==> src/rtl/dma_periph_requester.sv <==
// dma_periph_requester
//   Device-side agent for an 8237A-style DREQ/DACK handshake, single channel,
//   device-to-memory direction. A local producer fills an internal FIFO. The
//   block raises DREQ when enough data is buffered. It presents the FIFO head
//   on the data bus during acknowledged I/O-read cycles. Terminal count (EOP)
//   parks the agent in DONE until software clears it.
//
// Ports
//   CLK, RESET_N      clock; synchronous active-low reset
//   enable            allows new requests (does not abort an acknowledged one)
//   mode              00 demand, 01 single, 10 block, 11 demand
//   dreq_low          DREQ pin is active-low when 1
//   dack_low          DACK pin is active-low when 1
//   wr_en, wr_data    producer push port
//   DREQ              request to the DMA controller
//   DACK              acknowledge from the DMA controller
//   IOR_N             I/O read strobe (active low); its rising edge pops a word
//   EOP_N             end of process / terminal count (active low)
//   DB_out, DB_oe     data bus drive and its output enable
//   tc_clr            clears done, xfer_count, overflow, underflow
//   done              terminal count seen (sticky)
//   overflow          push attempted while full (sticky)
//   underflow         read strobe while empty (sticky)
//   fifo_level        FIFO occupancy
//   xfer_count        number of completed pops (wraps)
module dma_periph_requester #(
   parameter int DATA_W       = 8,
   parameter int FIFO_DEPTH   = 8,
   parameter int BLOCK_THRESH = 4,
   parameter int CNT_W        = 16
) (
   input  logic                          CLK,
   input  logic                          RESET_N,
   input  logic                          enable,
   input  logic [1:0]                    mode,
   input  logic                          dreq_low,
   input  logic                          dack_low,
   input  logic                          wr_en,
   input  logic [DATA_W-1:0]             wr_data,
   output logic                          DREQ,
   input  logic                          DACK,
   input  logic                          IOR_N,
   input  logic                          EOP_N,
   output logic [DATA_W-1:0]             DB_out,
   output logic                          DB_oe,
   input  logic                          tc_clr,
   output logic                          done,
   output logic                          overflow,
   output logic                          underflow,
   output logic [$clog2(FIFO_DEPTH):0]   fifo_level,
   output logic [CNT_W-1:0]              xfer_count
);

   localparam int AW = $clog2(FIFO_DEPTH);
   localparam int LW = AW + 1;
   localparam logic [LW-1:0] THRESH = LW'(BLOCK_THRESH);
   localparam logic [LW-1:0] DEPTH  = LW'(FIFO_DEPTH);

   typedef enum logic [2:0] {S_IDLE, S_REQ, S_XFER, S_GAP, S_DONE} state_t;

   state_t              state, state_nxt;
   logic                req_i, req_d;
   logic                ack_p1, ior_n_p1, ior_n_p2, eop_n_p1;
   logic [DATA_W-1:0]   mem [FIFO_DEPTH];
   logic [LW-1:0]       wr_ptr, rd_ptr, level_nxt;
   logic                full, empty, ior_rise, pop, push, rd_empty, eop_evt;
   logic                mode_single, mode_block, cond;

   // ---- stage p1: register the DMA-side pins (ack already polarity-corrected)
   always_ff @(posedge CLK) begin
      if (!RESET_N) begin
         ack_p1   <= 1'b0;
         ior_n_p1 <= 1'b1;
         ior_n_p2 <= 1'b1;
         eop_n_p1 <= 1'b1;
      end else begin
         ack_p1   <= DACK ^ dack_low;
         ior_n_p1 <= IOR_N;
         ior_n_p2 <= ior_n_p1;
         eop_n_p1 <= EOP_N;
      end
   end

   assign mode_single = (mode == 2'b01);
   assign mode_block  = (mode == 2'b10);

   assign fifo_level = wr_ptr - rd_ptr;
   assign full       = (fifo_level == DEPTH);
   assign empty      = (fifo_level == '0);
   assign ior_rise   = ior_n_p1 & ~ior_n_p2;
   assign pop        = ack_p1 & ior_rise & ~empty;
   assign rd_empty   = ack_p1 & ior_rise & empty;
   // A pop in the same cycle frees the slot, so a push at full still lands.
   assign push       = wr_en & (~full | pop);
   assign level_nxt  = fifo_level + LW'(push) - LW'(pop);
   assign eop_evt    = ack_p1 & ~eop_n_p1;
   assign cond       = mode_block ? (fifo_level >= THRESH) : ~empty;

   // ---- FIFO storage and pointers
   always_ff @(posedge CLK) begin
      if (push)
         mem[wr_ptr[AW-1:0]] <= wr_data;
   end

   always_ff @(posedge CLK) begin
      if (!RESET_N) begin
         wr_ptr <= '0;
         rd_ptr <= '0;
      end else begin
         if (push) wr_ptr <= wr_ptr + LW'(1);
         if (pop)  rd_ptr <= rd_ptr + LW'(1);
      end
   end

   // ---- sticky flags and transfer counter; tc_clr beats a same-cycle pop
   always_ff @(posedge CLK) begin
      if (!RESET_N || tc_clr) begin
         xfer_count <= '0;
         overflow   <= 1'b0;
         underflow  <= 1'b0;
      end else begin
         if (pop)          xfer_count <= xfer_count + CNT_W'(1);
         if (wr_en & full) overflow   <= 1'b1;
         if (rd_empty)     underflow  <= 1'b1;
      end
   end

   // ---- FSM: state register (req_i is registered alongside the state)
   always_ff @(posedge CLK) begin
      if (!RESET_N) begin
         state <= S_IDLE;
         req_i <= 1'b0;
      end else begin
         state <= state_nxt;
         req_i <= req_d;
      end
   end

   // ---- FSM: next state
   always_comb begin
      state_nxt = state;
      case (state)
         S_IDLE: begin
            if (eop_evt)               state_nxt = S_DONE;
            else if (enable && cond)   state_nxt = S_REQ;
         end
         S_REQ: begin
            if (eop_evt)               state_nxt = S_DONE;
            else if (ack_p1)           state_nxt = S_XFER;
            else if (!enable)          state_nxt = S_IDLE;
         end
         S_XFER: begin
            if (eop_evt)
               state_nxt = S_DONE;
            else if (!ack_p1)          // controller withdrew acknowledge
               state_nxt = mode_single ? S_GAP : (cond ? S_REQ : S_IDLE);
            else if (mode_single && pop)
               state_nxt = S_GAP;
            else if (!mode_single && !mode_block && pop && level_nxt == '0)
               state_nxt = S_IDLE;
         end
         S_GAP:                        state_nxt = eop_evt ? S_DONE : S_IDLE;
         S_DONE: begin
            if (tc_clr)                state_nxt = S_IDLE;
         end
         default:                      state_nxt = S_IDLE;
      endcase
   end

   // ---- FSM: outputs
   always_comb begin
      req_d  = (state_nxt == S_REQ) || (state_nxt == S_XFER && !mode_single);
      done   = (state == S_DONE);
      DB_oe  = ack_p1 & ~ior_n_p1;
      DB_out = (DB_oe && !empty) ? mem[rd_ptr[AW-1:0]] : '0;
   end

   assign DREQ = req_i ^ dreq_low;

endmodule

==> config.mk <==
export PLATFORM = sky130hd
export DESIGN_NAME = dma_periph_requester
export DESIGN_NICKNAME = d
export VERILOG_FILES = /design/src/rtl/dma_periph_requester.sv
export SDC_FILE = /design/constraint.sdc
export NUM_CORES = 1
export LEC_CHECK = 0
export BUFFER_PORTS_ARGS = -buffer_cell sky130_fd_sc_hd__buf_2
export CORE_ASPECT_RATIO = 2
export CORE_MARGIN = 3
export CORE_UTILIZATION = 45
export CTS_BUF_LIST = sky130_fd_sc_hd__clkbuf_16
export CTS_CLUSTER_DIAMETER = 100
export DETAILED_ROUTE_END_ITERATION = 10
export GPL_TIMING_DRIVEN = 0
export SKIP_LAST_GASP = 1
export SLEW_MARGIN = 25
export SYNTH_ARGS = -nofsm -noshare
export SYNTH_HDL_FRONTEND = slang
export SYNTH_SLANG_ARGS = --single-unit
==> constraint.sdc <==
create_clock -name CLK -period 10.45 [get_ports CLK]
set_input_delay 0.5225 -clock CLK [delete_from_list [all_inputs] [get_ports CLK]]
set_output_delay 0.5225 -clock CLK [all_outputs]
set_load 0.005 [all_outputs]
==> Yosys cells after proc, flatten, opt, wreduce, memory -nomap -nowiden <==
Memory sizes are Yosys's and may differ from the RTL's. A register that Yosys moved wholly into a read port is not among the register bits.
Cells that the tools add are included.
{ "totals": {"regBits": 34, "latchBits": 0, "ram_bits": 64, "mem_bits_ro": 0, "word_cells": 80, "memories": 1} }
{ "classes": {"n_addsub": 6, "multipliers": 0, "div_mod_pow": 0, "n_lt_le_gt_ge": 1, "n_eq_ne": 9, "shift": 0, "muxes": 20, "n_bitwise": 16, "reduce_logical": 16} }
{ "memory_table": {"columns": ["memory", "depth", "word_bits", "read_ports", "rd_clocked_by_memory_dff", "write_ports", "line_no", "rtl"], "rows": [
  ["mem", 8, 8, 1, 1, 1, "64", "logic [DATA_W-1:0] mem [FIFO_DEPTH];"]
]} }
{ "op_table": {"columns": ["operator", "n"], "rows": [
  ["3-bit 2-to-1 mux", 13],
  ["16-bit by 1-bit adder with 16-bit output (second input constant)", 1],
  ["3-bit one-hot mux with 5 select lines", 1],
  ["3-bit by 2-bit equality test with 1-bit output (second input constant)", 3],
  ["4-bit by 1-bit adder with 4-bit output (second input constant)", 2],
  ["1-bit bitwise AND", 8],
  ["4-bit zero test", 2],
  ["8-bit 2-to-1 mux", 1],
  ["1-bit logical AND", 7],
  ["3-bit by 1-bit equality test with 1-bit output (second input constant)", 2],
  ["1-bit inverter", 5],
  ["4-bit by 1-bit adder with 4-bit output", 1],
  ["4-bit equality test (second input constant)", 1],
  ["4-bit by 3-bit greater-or-equal comparator with 1-bit output (second input constant)", 1],
  ["1-bit zero test", 4],
  ["1-bit 2-to-1 mux", 4],
  ["4-bit by 1-bit subtractor with 4-bit output", 1],
  ["4-bit subtractor", 1],
  ["3-bit equality test (second input constant)", 1],
  ["3-bit zero test", 1],
  ["2-bit by 1-bit equality test with 1-bit output (second input constant)", 1],
  ["2-bit equality test (second input constant)", 1],
  ["1-bit logical OR", 2],
  ["2-bit 2-to-1 mux", 1],
  ["other kinds (2)", 3]
]} }

==> Logic depth before layout (Yosys ltp) <==
Gate-level depths: netlist of run 1.
{ "logic_depth": {"word_depth": 18, "depth_mapped": 19, "depth_no_buf": 17} }

==> Worst setup path after synthesis of run 1 <==
OpenSTA, ideal clock, no wires.
{ "synth_path": {"kind": "reg2reg", "startpoint": "reg wr_ptr[0]", "endpoint": "reg req_i", "arrival_ns": 4.067, "slack_ns": 6.260, "path_stages_with_launch": 18, "n_path_buf": 2, "synth_period_minus_slack_ns": 4.190, "path_cell_list": "dfxtp_1 > clkbuf_1 > inv_1 > ha_1 > inv_1 > fa_1 > nor2b_1 > nand2_1 > a21oi_2 > clkbuf_1 > or3_1 > inv_1 > fa_1 > nor4bb_1 > nand2_1 > or4_4 > a21oi_2 > mux2_1"} }
{ "synth_via": {"elab_chain_cells": 18, "elab_cells_between_ends": 30, "classes_between": "add/sub (3); order compare (1); eq/ne (3); mux (10); bitwise (5); reduce/logical (8)"} }
{ "synth_rtl": {"columns": ["element", "line_no", "rtl"], "rows": [
  ["start, declared", "65", "logic [LW-1:0] wr_ptr, rd_ptr, level_nxt;"],
  ["start signal, assigned", "110", "if (push) wr_ptr <= wr_ptr + LW'(1);"],
  ["4-bit subtractor (*)", "87", "assign fifo_level = wr_ptr - rd_ptr;"],
  ["via fifo_level[1]", "50", "output logic [$clog2(FIFO_DEPTH):0] fifo_level,"],
  ["4-bit zero test", "89", "assign empty = (fifo_level == '0);"],
  ["1-bit inverter", "91, 97", null],
  ["1-bit bitwise AND", "91", "assign pop = ack_p1 & ior_rise & ~empty;"],
  ["1-bit OR", "94", "assign push = wr_en & (~full | pop);"],
  ["1-bit bitwise AND", "94", null],
  ["4-bit by 1-bit adder with 4-bit output", "95", "assign level_nxt = fifo_level + LW'(push) - LW'(pop);"],
  ["(+3 left out)", null, null],
  ["3-bit 2-to-1 mux", "159", "else if (!mode_single && !mode_block && pop && level_nxt == '0)"],
  ["3-bit 2-to-1 mux", "157", "else if (mode_single && pop)"],
  ["3-bit 2-to-1 mux", "155", "else if (!ack_p1)"],
  ["3-bit 2-to-1 mux", "153", "if (eop_evt)"],
  ["3-bit one-hot mux with 5 select lines (*)", "142", "case (state)"],
  ["3-bit by 2-bit equality test with 1-bit output", "172", "req_d = (state_nxt == S_REQ) || (state_nxt == S_XFER && !mode_single);"],
  ["1-bit logical AND", "172", null],
  ["1-bit logical OR (*)", "172", null],
  ["end signal, assigned", "135", "req_i <= req_d;"],
  ["end, declared", "62", "logic req_i, req_d;"]
]} }
The timed path passes the listed nets; every way through them passes the cells marked *.
A chain may end at the register's enable or synchronous reset.

==> Worst setup path in the final report of run 1 <==
{ "layout_path": {"startpoint": "reg wr_ptr[0]", "endpoint": "reg req_i"} }
{ "layout_via": {"elab_chain_cells": 18, "elab_cells_between_ends": 30, "classes_between": "add/sub (3); order compare (1); eq/ne (3); mux (10); bitwise (5); reduce/logical (8)"} }
{ "layout_rtl": {"columns": ["element", "line_no"], "rows": [
  ["4-bit subtractor (*)", "87"],
  ["4-bit zero test", "89"],
  ["1-bit inverter", "91, 97"],
  ["1-bit bitwise AND", "91"],
  ["1-bit OR", "94"],
  ["1-bit bitwise AND", "94"],
  ["4-bit by 1-bit adder with 4-bit output", "95"],
  ["4-bit by 1-bit subtractor with 4-bit output", "95"],
  ["(+2 left out)", null],
  ["3-bit 2-to-1 mux", "159"],
  ["3-bit 2-to-1 mux", "157"],
  ["3-bit 2-to-1 mux", "155"],
  ["3-bit 2-to-1 mux", "153"],
  ["3-bit one-hot mux with 5 select lines (*)", "142"],
  ["3-bit by 2-bit equality test with 1-bit output", "172"],
  ["1-bit logical AND", "172"],
  ["1-bit logical OR (*)", "172"]
]} }
Mark *: on every way between the ends. The rest lies on a longest branch, timed or not.

==> results of run 1 <==
-- final cells by class --
| class | instances | area, sq um |
|---|---|---|
| Inverter | 18 | 67.56 |
| Timing Repair Buffer | 54 | 277.8 |
| Buffer | 16 | 72.57 |
| Clock inverter | 7 | 56.30 |
| Fill cell | 889 | 4478 |
| Clock buffer | 9 | 225.2 |
| Multi-Input combinational cell | 217 | 1758 |
| Tap cell | 132 | 165.2 |
| Sequential cell | 101 | 2663 |
-- how the worst max path moves through the flow --
stage | depth (start not counted) | startpoint | to
6_report | 17 | wr_ptr[0]$_SDFFE_PN0P_ | req_i$_SDFF_PN0_
5_1_grt | 17 | wr_ptr[0]$_SDFFE_PN0P_ | req_i$_SDFF_PN0_
4_1_cts | 17 | wr_ptr[0]$_SDFFE_PN0P_ | req_i$_SDFF_PN0_
3_5_place_dp | 17 | wr_ptr[0]$_SDFFE_PN0P_ | req_i$_SDFF_PN0_
3_3_place_gp | 17 | wr_ptr[0]$_SDFFE_PN0P_ | req_i$_SDFF_PN0_
2_1_floorplan | 17 | wr_ptr[0]$_SDFFE_PN0P_ | req_i$_SDFF_PN0_
-- layout by cell type (no fill, tap or decap), types with 3 or more instances in the layout --
master | netlist | layout
mux2i_1 | 9 | 9
mux4_2 | 16 | 16
buf_2 | 4 | 55
clkbuf_16 | 0 | 9
nor3b_1 | 4 | 3
o21ai_0 | 4 | 4
nor2_1 | 35 | 35
and2_1 | 9 | 9
buf_4 | 2 | 5
ha_1 | 12 | 12
a21oi_1 | 7 | 7
dfxtp_1 | 37 | 37
a31oi_1 | 3 | 3
edfxtp_1 | 64 | 64
xor2_1 | 6 | 6
nand4_1 | 5 | 5
clkbuf_1 | 9 | 9
nor4_1 | 10 | 8
nand3_1 | 8 | 8
nand2b_1 | 6 | 6
nand2_1 | 14 | 14
xnor2_1 | 19 | 19
nor3_1 | 9 | 7
inv_1 | 18 | 18
nor2b_1 | 8 | 8
-- registers in the layout, indices dropped and copies added, names as in the netlist, 3 cells and up, named ones only --
name,count
rd_ptr,4
wr_ptr,4
state,3
xfer_count,16
mem,64
-- cell families after synthesis --
| kind of cell | count (synthesis) | synth area share, % |
|---|---|---|
| simple gates | 121 | 14.13 |
| compound gates | 30 | 4.472 |
| mux | 26 | 10.19 |
| buf+inv | 34 | 3.091 |
| xor+xnor | 26 | 5.189 |
| fa+ha+maj | 14 | 4.195 |
| flops | 101 | 58.74 |
-- metal layers --
metal,global-route usage [%],vias to the layer above
li1,-,1422
met4,7.754,0
met3,3.232,18
met1,19.67,1440
met5,0,-
met2,33.70,74
-- where the power goes --
part | leakage (nW) | switching (mW) | internal (mW) | total [mW]
Clock | 0.142 | 0.150 | 0.165 | 0.315
Sequential | 0.881 | 0.00486 | 0.437 | 0.442
Combinational | 0.899 | 0.0580 | 0.0373 | 0.0953
Total | 1.92 | 0.213 | 0.639 | 0.852
-- per-stage QoR --
stage	power, mW	util, %	instance area (sq um)	worst slack (ns)
global route	0.8905	54.13	5285	5.130
detailed placement	0.5472	51.25	5004	5.479
global placement	0.5415	50.74	4954	5.614
CTS	0.8635	54.13	5285	5.441
floorplan	0.5118	-	4533	6.260
finish	0.8524	54.13	5285	5.484
==> metrics.yaml, run 1 <==
worst_setup_path:
  crit_slowest_cell: "fa_1"
  start_kind: "flip-flop"
  cpLargestDelayFamily: "simple AND/OR/NAND/NOR gates"
  cp-end-kind: "flip-flop"
  timing.rr.start: "wr_ptr[0]$_SDFFE_PN0P_"
  critPathMaxStageDelay_ns: 0.51
  arrival_ns: 5.19
  r2r_slack_ns: 5.48
  cp_max_fo: 10
  reg2reg_depth: 17
  cp_common_cell: "inv_1"
  path_buf_inv: 5
  path_cells: "clkbuf_1 -> inv_1 -> ha_1 -> inv_1 -> fa_1 -> nor2b_1 -> nand2_1 -> a21oi_2 -> clkbuf_1 -> or3_1 -> inv_1 -> fa_1 -> nor4bb_1 -> nand2_1 -> or4_4 -> a21oi_2 -> mux2_1"
  regToRegEndpoint: "req_i$_SDFF_PN0_"
  critical_path_class: "flip-flop to flip-flop"
  required_ns: 10.67
timing:
  worstMarginPinSlew_ns: 1.041
  setup_viol: 0
  whs_ns: 0.3638
  finalSetupTns_ns: 0
  final.min_clock_period_ns: 4.966
  slew_headroom_pct: 30.33
  finClkSkew_ns: 0.006907
  clock.fmax_mhz: 201.4
  hold_viol: 0
  post-route-period-util_pct: 47.52
  rsz0062_at_grt: "false"
  maxSlewViolCount: 0
clock_tree:
  cts_buffer_depth: 2
  cts_setup_buffers: 0
  numCtsBuffers: 9
  cts_tree: "built"
  cts_root_buf: "clkbuf_16"
  ctsHoldBuffers: 0
  clock_latency_ns: 0.34
  htreeDepth: 3
  cts-resized-gates: 0
  clkTransAtPathRegs_ns: 0.07
  cts.sinks: 101
synth:
  synthTopCellsByArea: "edfxtp_1 (42%), dfxtp_1 (16%), mux4_2 (7.9%), xnor2_1 (3.7%), ha_1 (3.3%)"
  synth.most_common_cell: "edfxtp_1"
  syn_area_sq_um: 4533
  ys_seq_area_share_pct: 58.74
  ys.flop_type: "edfxtp_1"
  synth.distinct_cells: 50
  syn-instance-count: 352
  synth_edf_count: 64
  synth_top_area_share_pct: 42.40
  yosys_warnings: 0
  synth_fp_nets: 386
  ys_async_sr_fraction_pct: 0
  synth_common_cells: "edfxtp_1 (64), dfxtp_1 (37), nor2_1 (35)"
  synth_seq_cells: 101
  synth_top_cell_by_area: "edfxtp_1"
  synth_area_per_cell_sq_um: 12.88
detailed_routing:
  firstDrtPassIters: 4
  vias_per_cell: 5.332
  num_vias: 2954
  route.met3.wl_um: 311
  wirelength_um: 9446
  met2_length_um: 5385
  drtAntennaViolNets: 0
  drtIter0Drc: 214
  routedWlPerCell_um: 17.05
  top_layer: "met4"
  drcViolationCount: 0
  wl_met1_um: 3536
die:
  start_util_pct: 46.43
  num_rows: 51
  core_region_area_sq_um: 9763
  io_pins: 53
  dieArea_sq_um: 11390
  die_h_um: 147.9
  die_w_um: 76.97
pwr:
  power_leakage_nw: 1.922
  powerDensity_nw_per_um2: 161.3
  ir_drop_v: 0.00009470
placed_design:
  placed_cells: 538
  hpwlAfterDp_um: 7007
  portBuffers: 51
  place.gp.congestion: 0.8194
grt:
  gr-total-overflow: 0
  grt_usage_pct: 18.05
  grt_max_degree: 19
  grt_pass1_vias: 3123
  antenna_found_initial: 0
  grt_pass1_wl_um: 15790
min_path:
  hold_depth: 2
  hold_path_end: "eop_n_p1$_SDFF_PN1_"
  hold_class: "input port to flip-flop"
  hold_start: "EOP_N"
cells_and_area:
  fin_cells: 554
  layout-drive-gt1-share_pct: 24.64
  final_nets: 451
  syn2layout_area_growth_pct: 16.59
  num_antenna_cells: 0
outcome:
  status: "completed"
job:
  cap_violations: 0
Power figures use the tool's default switching activity.
==> run 2: changes to the inputs <==
==> constraint.sdc (replaced) <==
create_clock -name CLK -period 4.9 [get_ports CLK]
set_input_delay 0.245 -clock CLK [delete_from_list [all_inputs] [get_ports CLK]]
set_output_delay 0.245 -clock CLK [all_outputs]
set_load 0.005 [all_outputs]
==> run 2 against run 1 <==
Against the previous run: maximum frequency is 8.2% higher; highest routed layer unchanged; global-route usage hardly changed; clock-buffer cell count stayed put; largest power group unchanged; cell area is 0.24% higher; clock power is 110% higher; register-to-register slack worse by 5.2 ns; flip-flop and latch count stayed put; critical endpoint unchanged; sequential share of layout area is 0.12 points lower; critical path type unchanged; core utilization is 0.13 points higher; power is 110% higher; clock skew hardly changed.
==> metrics.yaml, run 2 (synthesized netlist as in run 1, its figures left out) <==
detailed_routing:
  firstDrtPassIters: 4  # unchanged
  routedWlPerCell_um: 17.02  # was 17.05 um
  num_vias: 2950  # was 2954
  wirelength_um: 9431  # was 9446 um
  drtIter0Drc: 214  # unchanged
  drtAntennaViolNets: 0  # unchanged
  vias_per_cell: 5.325  # was 5.332
  drcViolationCount: 0  # unchanged
cells_and_area:
  largest_reg_flops: 64  # unchanged
  num_antenna_cells: 0  # unchanged
  layout-drive-gt1-share_pct: 25.59  # was 24.64%
  final_cell_mix: "edfxtp_1 (64), buf_2 (55), dfxtp_1 (37)"  # unchanged
  syn2layout_area_growth_pct: 16.86  # was 16.59%
  final_nets: 451  # unchanged
  layout_commonest_cell: "edfxtp_1"  # unchanged
grt:
  grt_pass1_wl_um: 15770  # was 15790 um
  grt_max_degree: 19  # unchanged
  gr-total-overflow: 0  # unchanged
  grt_usage_pct: 18.03  # was 18.05%
  antenna_found_initial: 0  # unchanged
  grt_pass1_vias: 3111  # was 3123
clock_tree:
  cts_tree: "built"  # unchanged
  clkTransAtPathRegs_ns: 0.07  # about the same
  cts_buffer_depth: 2  # unchanged
  cts-resized-gates: 2  # was 0
  htreeDepth: 3  # unchanged
  cts.sinks: 101  # unchanged
  cts_root_buf: "clkbuf_16"  # unchanged
  cts_setup_buffers: 0  # unchanged
  ctsHoldBuffers: 0  # unchanged
  numCtsBuffers: 9  # unchanged
  clock_latency_ns: 0.34  # about the same
pwr:
  p_total_mw: 1.820  # was 0.8524 mW
  ir_drop_v: 0.0002040  # was 0.00009470 V
  power_leakage_nw: 1.934  # was 1.922 nW
  powerDensity_nw_per_um2: 343.6  # was 161.3 nW/um^2
placed_design:
  portBuffers: 51  # unchanged
  hpwlAfterDp_um: 7007  # unchanged
  place_ws_ns: -0.07116  # was 5.479 ns
  place.gp.congestion: 0.8194  # unchanged
worst_setup_path:
  critPathMaxStageDelay_ns: 0.63  # was 0.51 ns
  critical_path_class: "flip-flop to flip-flop"  # unchanged
  required_ns: 5.12  # was 10.67 ns
  cp-end-kind: "flip-flop"  # unchanged
  crit_slowest_cell: "fa_1"  # unchanged
  cp_max_fo: 10  # unchanged
  cpLargestDelayFamily: "adder cells"  # was simple AND/OR/NAND/NOR gates
  arrival_ns: 4.81  # was 5.19 ns
  path_cells: "clkbuf_2 -> inv_1 -> ha_1 -> inv_1 -> fa_1 -> nor2b_2 -> nand2_1 -> a21oi_2 -> clkbuf_2 -> or3_1 -> o21ai_0 -> ha_1 -> inv_1 -> fa_1 -> nor4bb_1 -> nand2_1 -> or4_4 -> a21oi_2 -> mux2_1"  # was clkbuf_1 -> inv_1 -> ha_1 -> inv_1 -> fa_1 -> nor2b_1 -> nand2_1 -> a21oi_2 -> clkbuf_1 -> or3_1 -> inv_1 -> fa_1 -> nor4bb_1 -> nand2_1 -> or4_4 -> a21oi_2 -> mux2_1
  path_buf_inv: 5  # unchanged
  cp_common_cell: "inv_1"  # unchanged
  start_kind: "flip-flop"  # unchanged
timing:
  finClkSkew_ns: 0.006897  # was 0.006907 ns
  clock.fmax_mhz: 217.9  # was 201.4 MHz
  final.min_clock_period_ns: 4.590  # was 4.966 ns
  maxSlewViolCount: 0  # unchanged
  worst_slack_ns: 0.3098  # was 5.484 ns
  worstMarginPinSlew_ns: 1.016  # was 1.041 ns
  post-route-period-util_pct: 93.68  # was 47.52%
  hold_viol: 0  # unchanged
  slew_headroom_pct: 31.99  # was 30.33%
  setup_viol: 0  # unchanged
  rsz0062_at_grt: "false"  # unchanged
die:
  core_region_area_sq_um: 9763  # unchanged
  io_pins: 53  # unchanged
  dieArea_sq_um: 11390  # unchanged
  start_util_pct: 46.43  # unchanged
  die_h_um: 147.9  # unchanged
  num_rows: 51  # unchanged
  die_w_um: 76.97  # unchanged
min_path:
  hold_class: "input port to flip-flop"  # unchanged
job:
  cap_violations: 0  # unchanged
outcome:
  status: "completed"  # unchanged
## run 2: final cells by class
type                            count  area, sq um
Buffer                             16        75.07
Clock buffer                        9        225.2
Clock inverter                      7        56.30
Fill cell                         888         4466
Inverter                           18        67.56
Multi-Input combinational cell    217         1768
Sequential cell                   101         2663
Tap cell                          132        165.2
Timing Repair Buffer               54        277.8
## run 2: stage by stage
| step | setup TNS (ns) | hold WS (ns) | area [sq um] | utilization (%) | instances |
|---|---|---|---|---|---|
| 4_1_cts | 0 | 0.07338 | 5289 | 54.17 | 554 |
| 5_1_grt | 0 | 0.08215 | 5298 | 54.26 | 554 |
| 2_1_floorplan | 0 | 0.3439 | 4533 | - | 352 |
| 3_5_place_dp | -0.07116 | 0.4306 | 5004 | 51.25 | 538 |
| 3_3_place_gp | 0 | 0.4236 | 4954 | 50.74 | 535 |
| 6_report | 0 | 0.08614 | 5298 | 54.26 | 554 |
## run 2: where the power goes
group	internal, mW	leakage [nW]	total (mW)	switching, mW
registers	0.932	0.881	0.942	0.0104
clock network	0.352	0.142	0.672	0.321
logic	0.0815	0.911	0.205	0.124
total	1.37	1.93	1.82	0.455
## run 2: final timing paths
check                                       startpoint                     end  slack [ns]  depth (start not counted)
worst max-delay path            wr_ptr[0]$_SDFFE_PN0P_        req_i$_SDFF_PN0_        0.31                         19
worst min-delay path                             EOP_N     eop_n_p1$_SDFF_PN1_        0.09                          2
worst max register to register  wr_ptr[0]$_SDFFE_PN0P_        req_i$_SDFF_PN0_        0.31                         19
worst min register to register  underflow$_SDFFE_PP0P_  underflow$_SDFFE_PP0P_        0.48                          2
## run 2: per-layer routing
layer  track usage (%)  share of wire [%]
met1             19.67                 38
met4             7.576                2.2
met2             33.78                 57
met5                 0                  0
met3             3.171                3.1
## run 2: worst reg2reg max path: stages (launching register included)
cell and delay [ns]:
dfxtp_1 0.32, clkbuf_2 0.17, inv_1 0.17, ha_1 0.19
inv_1 0.05, fa_1 0.63, nor2b_2 0.12, nand2_1 0.12
a21oi_2 0.07, clkbuf_2 0.21, or3_1 0.39, o21ai_0 0.10
ha_1 0.19, inv_1 0.05, fa_1 0.48, nor4bb_1 0.20
nand2_1 0.08, or4_4 0.43, a21oi_2 0.18, mux2_1 0.33
